--- src/rtl/pe_operand_feeder.sv ---
// pe_operand_feeder: two 4x4 operand banks plus a row-major sequencer driving one dot-product PE.
// Define FEEDER_PERF_CNT_EN to add the saturating backpressure counter output stall_cnt.
//
// state | meaning
// IDLE  | waiting for start; operand writes accepted
// RUN   | pe_en high for HOLD cycles on the current element
// OUT   | result presented on the output stream, waiting for res_ready
module pe_operand_feeder #(
   parameter int HOLD = 8
) (
   input  logic        CLK,
   input  logic        reset,
   input  logic        wr_en,
   input  logic        wr_sel,
   input  logic [3:0]  wr_addr,
   input  logic [15:0] wr_data,
   input  logic        start,
   output logic        pe_en,
   output logic [63:0] pe_a,
   output logic [63:0] pe_b,
   input  logic [15:0] pe_c,
   output logic        res_valid,
   input  logic        res_ready,
   output logic [15:0] res_data,
   output logic [1:0]  res_row,
   output logic [1:0]  res_col,
   output logic        busy,
   output logic        done,
   output logic        wr_err
`ifdef FEEDER_PERF_CNT_EN
   ,
   output logic [15:0] stall_cnt
`endif
);

   typedef enum logic [1:0] {S_IDLE, S_RUN, S_OUT} state_t;

   localparam logic [7:0] CNT_LAST = 8'(HOLD - 1);

   state_t      state;
   logic [15:0] mem_a  [16];
   logic [15:0] mem_b  [16];
   logic [15:0] view_a [16];
   logic [15:0] view_b [16];
   logic [3:0]  idx;
   logic [3:0]  ld_idx;
   logic [7:0]  cnt;
   logic [63:0] nxt_a;
   logic [63:0] nxt_b;
   logic        wr_ok;

   assign wr_ok = wr_en && (state == S_IDLE);

   // Operand storage deliberately has no reset; contents persist across multiplies.
   always_ff @(posedge CLK) begin
      if (wr_ok) begin
         if (wr_sel)
            mem_b[wr_addr] <= wr_data;
         else
            mem_a[wr_addr] <= wr_data;
      end
   end

   // Forward a same-cycle write so a start coinciding with a write sees the new value.
   always_comb begin
      for (int k = 0; k < 16; k++) begin
         view_a[k] = mem_a[k];
         view_b[k] = mem_b[k];
      end
      if (wr_ok && !wr_sel)
         view_a[wr_addr] = wr_data;
      if (wr_ok && wr_sel)
         view_b[wr_addr] = wr_data;
   end

   assign ld_idx = (state == S_IDLE) ? 4'd0 : idx + 4'd1;

   assign nxt_a = {view_a[{ld_idx[3:2], 2'd0}], view_a[{ld_idx[3:2], 2'd1}],
                   view_a[{ld_idx[3:2], 2'd2}], view_a[{ld_idx[3:2], 2'd3}]};
   assign nxt_b = {view_b[{2'd0, ld_idx[1:0]}], view_b[{2'd1, ld_idx[1:0]}],
                   view_b[{2'd2, ld_idx[1:0]}], view_b[{2'd3, ld_idx[1:0]}]};

   always_ff @(posedge CLK) begin
      if (reset) begin
         state     <= S_IDLE;
         idx       <= 4'd0;
         cnt       <= 8'd0;
         pe_en     <= 1'b0;
         pe_a      <= 64'd0;
         pe_b      <= 64'd0;
         res_valid <= 1'b0;
         res_data  <= 16'd0;
         res_row   <= 2'd0;
         res_col   <= 2'd0;
         busy      <= 1'b0;
         done      <= 1'b0;
         wr_err    <= 1'b0;
      end else begin
         done <= 1'b0;
         if (wr_en && state != S_IDLE)
            wr_err <= 1'b1;
         case (state)
            S_IDLE: begin
               if (start) begin
                  state <= S_RUN;
                  idx   <= 4'd0;
                  cnt   <= 8'd0;
                  pe_en <= 1'b1;
                  busy  <= 1'b1;
                  pe_a  <= nxt_a;
                  pe_b  <= nxt_b;
               end
            end
            S_RUN: begin
               if (cnt == CNT_LAST) begin
                  res_data  <= pe_c;
                  res_row   <= idx[3:2];
                  res_col   <= idx[1:0];
                  pe_en     <= 1'b0;
                  res_valid <= 1'b1;
                  state     <= S_OUT;
               end else begin
                  cnt <= cnt + 8'd1;
               end
            end
            S_OUT: begin
               if (res_ready) begin
                  res_valid <= 1'b0;
                  if (idx == 4'd15) begin
                     state <= S_IDLE;
                     busy  <= 1'b0;
                     done  <= 1'b1;
                  end else begin
                     idx   <= idx + 4'd1;
                     cnt   <= 8'd0;
                     pe_en <= 1'b1;
                     pe_a  <= nxt_a;
                     pe_b  <= nxt_b;
                     state <= S_RUN;
                  end
               end
            end
            default: state <= S_IDLE;
         endcase
      end
   end

`ifdef FEEDER_PERF_CNT_EN
   always_ff @(posedge CLK) begin
      if (reset)
         stall_cnt <= 16'd0;
      else if (state == S_IDLE && start)
         stall_cnt <= 16'd0;
      else if (res_valid && !res_ready && stall_cnt != 16'hFFFF)
         stall_cnt <= stall_cnt + 16'd1;
   end
`endif

endmodule

--- config.mk ---
export PLATFORM = sky130hd
export DESIGN_NAME = pe_operand_feeder
export DESIGN_NICKNAME = d
export VERILOG_FILES = /design/src/rtl/pe_operand_feeder.sv
export SDC_FILE = /design/constraint.sdc
export NUM_CORES = 1
export LEC_CHECK = 0
export CAP_MARGIN = 30
export CORE_ASPECT_RATIO = 0.75
export CORE_MARGIN = 3
export CORE_UTILIZATION = 30
export CTS_BUF_LIST = sky130_fd_sc_hd__clkbuf_4 sky130_fd_sc_hd__clkbuf_8
export DETAILED_ROUTE_END_ITERATION = 12
export SYNTH_ARGS = -nofsm -noshare
export SYNTH_HDL_FRONTEND = slang
export SYNTH_SLANG_ARGS = --single-unit
--- constraint.sdc ---
create_clock -name CLK -period 3.2 [get_ports CLK]
set_clock_uncertainty 0.2 [all_clocks]
set_input_delay 0.64 -clock CLK [delete_from_list [all_inputs] [get_ports CLK]]
set_output_delay 0.64 -clock CLK [all_outputs]
set_load 0.1 [all_outputs]
==> results.yml <==
synth:
  synthFlopType: "edfxtp_1"
  yosysWarnings: 0
  seq_area_frac_synth_pct: 67.5
  synth.area.top_cells: "edfxtp_1 (55%), dfxtp_1 (12%), mux2_2 (4.3%), nand2_1 (3.4%), nor2_1 (2.5%)"
  synth.top_cell.area_share_pct: 55.5
  synth_largest_area_cell: "edfxtp_1"
  synth-seq-cells: 679
  postSynthAreaPerCell_um2: 13.3
  async_flop_share_pct: 0
  syn-num-nets: 2128
  synth_edf_count: 512
  post_synth_num_cell_types: 58
  syn_area_mm2: 0.0277
  synthCells: 2084
global_routing:
  grt_pass1_wl_um: 122000
  antenna_found_initial: 6
  groute.usage.overall_pct: 16.4
  grt_max_degree: 132
  first_global_vias: 19000
  grt_overflow_total: 0
setup_path:
  crit_type: "in2reg"
  start_kind: "primary input"
  critPathCaptureType: "flip-flop"
  r2r-start: "state[1]"
  crit_arrival_ps: 3180
  path_max_fanout: 29
  critical_path.startpoint: "wr_sel"
  crit_required_ps: 3610
sta:
  finalSetupTns_ps: 0
  setup_viol: 0
  fmax_mhz: 361
  finalCriticalPeriod_ps: 2770
  finalCritPeriodShare_pct: 86.5
  worst_slack_ps: 431
  finalHoldViolCount: 0
  slew_headroom_pct: 34.4
  worst_slew_pin_slew_ps: 984
  rsz0062_at_grt: "false"
  slew_violations: 0
routing:
  wl_per_cell_um: 22.4
  vias: 19000
  ant_nets: 0
  drcViolationCount: 0
  viasPerCell: 5.21
  drt_wl_total_um: 81900
  dr.pass1.iters: 5
  drtIter0Drc: 1570
min_path:
  min_path_type: "in2reg"
  holdCritStartpoint: "wr_data[10]"
placed_design:
  postPlaceCellArea_mm2: 0.0317
  gp_congestion: 0.776
  numPortBuffers: 194
  dpl.hpwl_um: 47500
  dp_slack_ps: -277
  dp.cells: 3445
clocking:
  ctsLongestPathBuffers: 3
  h-tree-depth: 3
  clock_latency_ps: 710
  cts_tree: "done"
  holdBufCountCts: 0
  clock-sinks: 679
  cts_inserted_buffers: 106
  cts_setup_buffers: 0
  cts_root_buffer: "clkbuf_8"
  path_clk_slew_ps: 60
  ctsResizeCount: 0
power_and_ir_drop:
  ir_drop_mv: 0.315
  p_per_area_mw_per_mm2: 580
  p_leak_nw: 12.2
floorplanning:
  start_util_pct: 30.6
  die_area_mm2: 0.0961
  dieWidth_um: 357
  dieHeight_um: 269
  rows: 95
  io_pins: 195
  core_area_mm2: 0.0906
final_layout:
  final_area_mm2: 0.0341
  final_cells: 3651
  nets: 2389
  syn_to_final_growth_pct: 23.0
  drive_gt1_share_pct: 26.8
flow_run:
  drv_cap: 0
run_status:
  outcome: "complete, no violations"
## cells by family after synthesis
group                      Yosys count  synth area share (%)
and+or+nand+nor                    556                  8.55
DFF                                679                  67.5
adders and majority gates            2                0.0903
AOI/OAI and AO/OA                  477                  14.2
xor gates and xnor gates             2                0.0632
muxes                              169                  6.62
buffers and inverters              199                  2.94
## synth_stat cells, types with 13 or more instances
cell / count
a311o_1: 48
a221o_1: 64
inv_1: 13
o21bai_1: 64
mux2i_1: 54
a211oi_1: 55
o221ai_1: 51
mux2_2: 106
buf_2: 23
edfxtp_1: 512
a221oi_1: 59
nand3_1: 67
clkbuf_1: 148
o21ai_0: 25
a21oi_1: 53
nor2_1: 181
dfxtp_1: 167
nand2_1: 253
## through the flow
stage | hold slack, ps | utilization [%] | power [mW]
floorplan | 249 | - | 11.4
global placement | 244 | 34.9 | 12.1
detailed placement | 255 | 35.0 | 12.2
CTS | 93.5 | 37.5 | 20.0
global route | 92.9 | 37.6 | 20.4
finish | 151 | 37.6 | 19.8
## state kept, by name, indices dropped and copies added (netlist names), 4 cells and up
| register | flops |
|---|---|
| pe_b | 64 |
| idx | 4 |
| mem_a | 256 |
| res_data | 16 |
| pe_a | 64 |
| cnt | 8 |
| mem_b | 256 |
## per-layer routing
layer | global-route usage [%] | part of all wire [%] | routed length (µm) | vias to the layer above
li1 | - | - | - | 8585
met1 | 22.3 | 44 | 36200 | 9666
met2 | 25.9 | 46 | 38000 | 650
met3 | 4.34 | 7.3 | 5980 | 119
met4 | 4.57 | 2.0 | 1670 | 4
met5 | 0 | 0.033 | 27 | -
## final timing paths
kind / endpoint / slack, ps / cells after the start
max reg2reg: pe_a[1] / 530 / 6
min reg2reg: res_data[2] / 260 / 2
min: mem_a[11][10] / 150 / 1
max: pe_a[1] / 430 / 7
## worst max-delay path, stage by stage
cell             delay [ps]
clkdlybuf4s50_1         470
or4b_1                  580
or3_1                   490
clkinv_4                240
nand2_1                 100
a311o_1                 340
a211oi_1                280
## power by group
part / switching (mW) / internal [mW]
registers: 0.133 / 9.64
logic: 1.72 / 0.489
clock network: 3.49 / 4.27
## final cells by class
type,count,area (µm²)
clock inverter,38,333
multi-input combinational,1206,8270
fill,8565,56500
tap,1212,1520
clock buffer,161,1960
inverter,17,68.8
sequential,679,18700
antenna,3,7.51
timing repair buffer,335,3210
## layout by cell type, fill, tap and decap left out, types with 59 or more instances in the layout
cell,Yosys,layout
dfxtp_1,167,166
nor2_1,181,179
mux2_2,106,106
nand3_1,67,66
buf_4,5,242
a221o_1,64,64
o21bai_1,64,64
edfxtp_1,512,512
a221oi_1,59,59
nand2_1,253,253
clkbuf_8,0,120
Note: power is estimated with default switching activity, not from simulation.
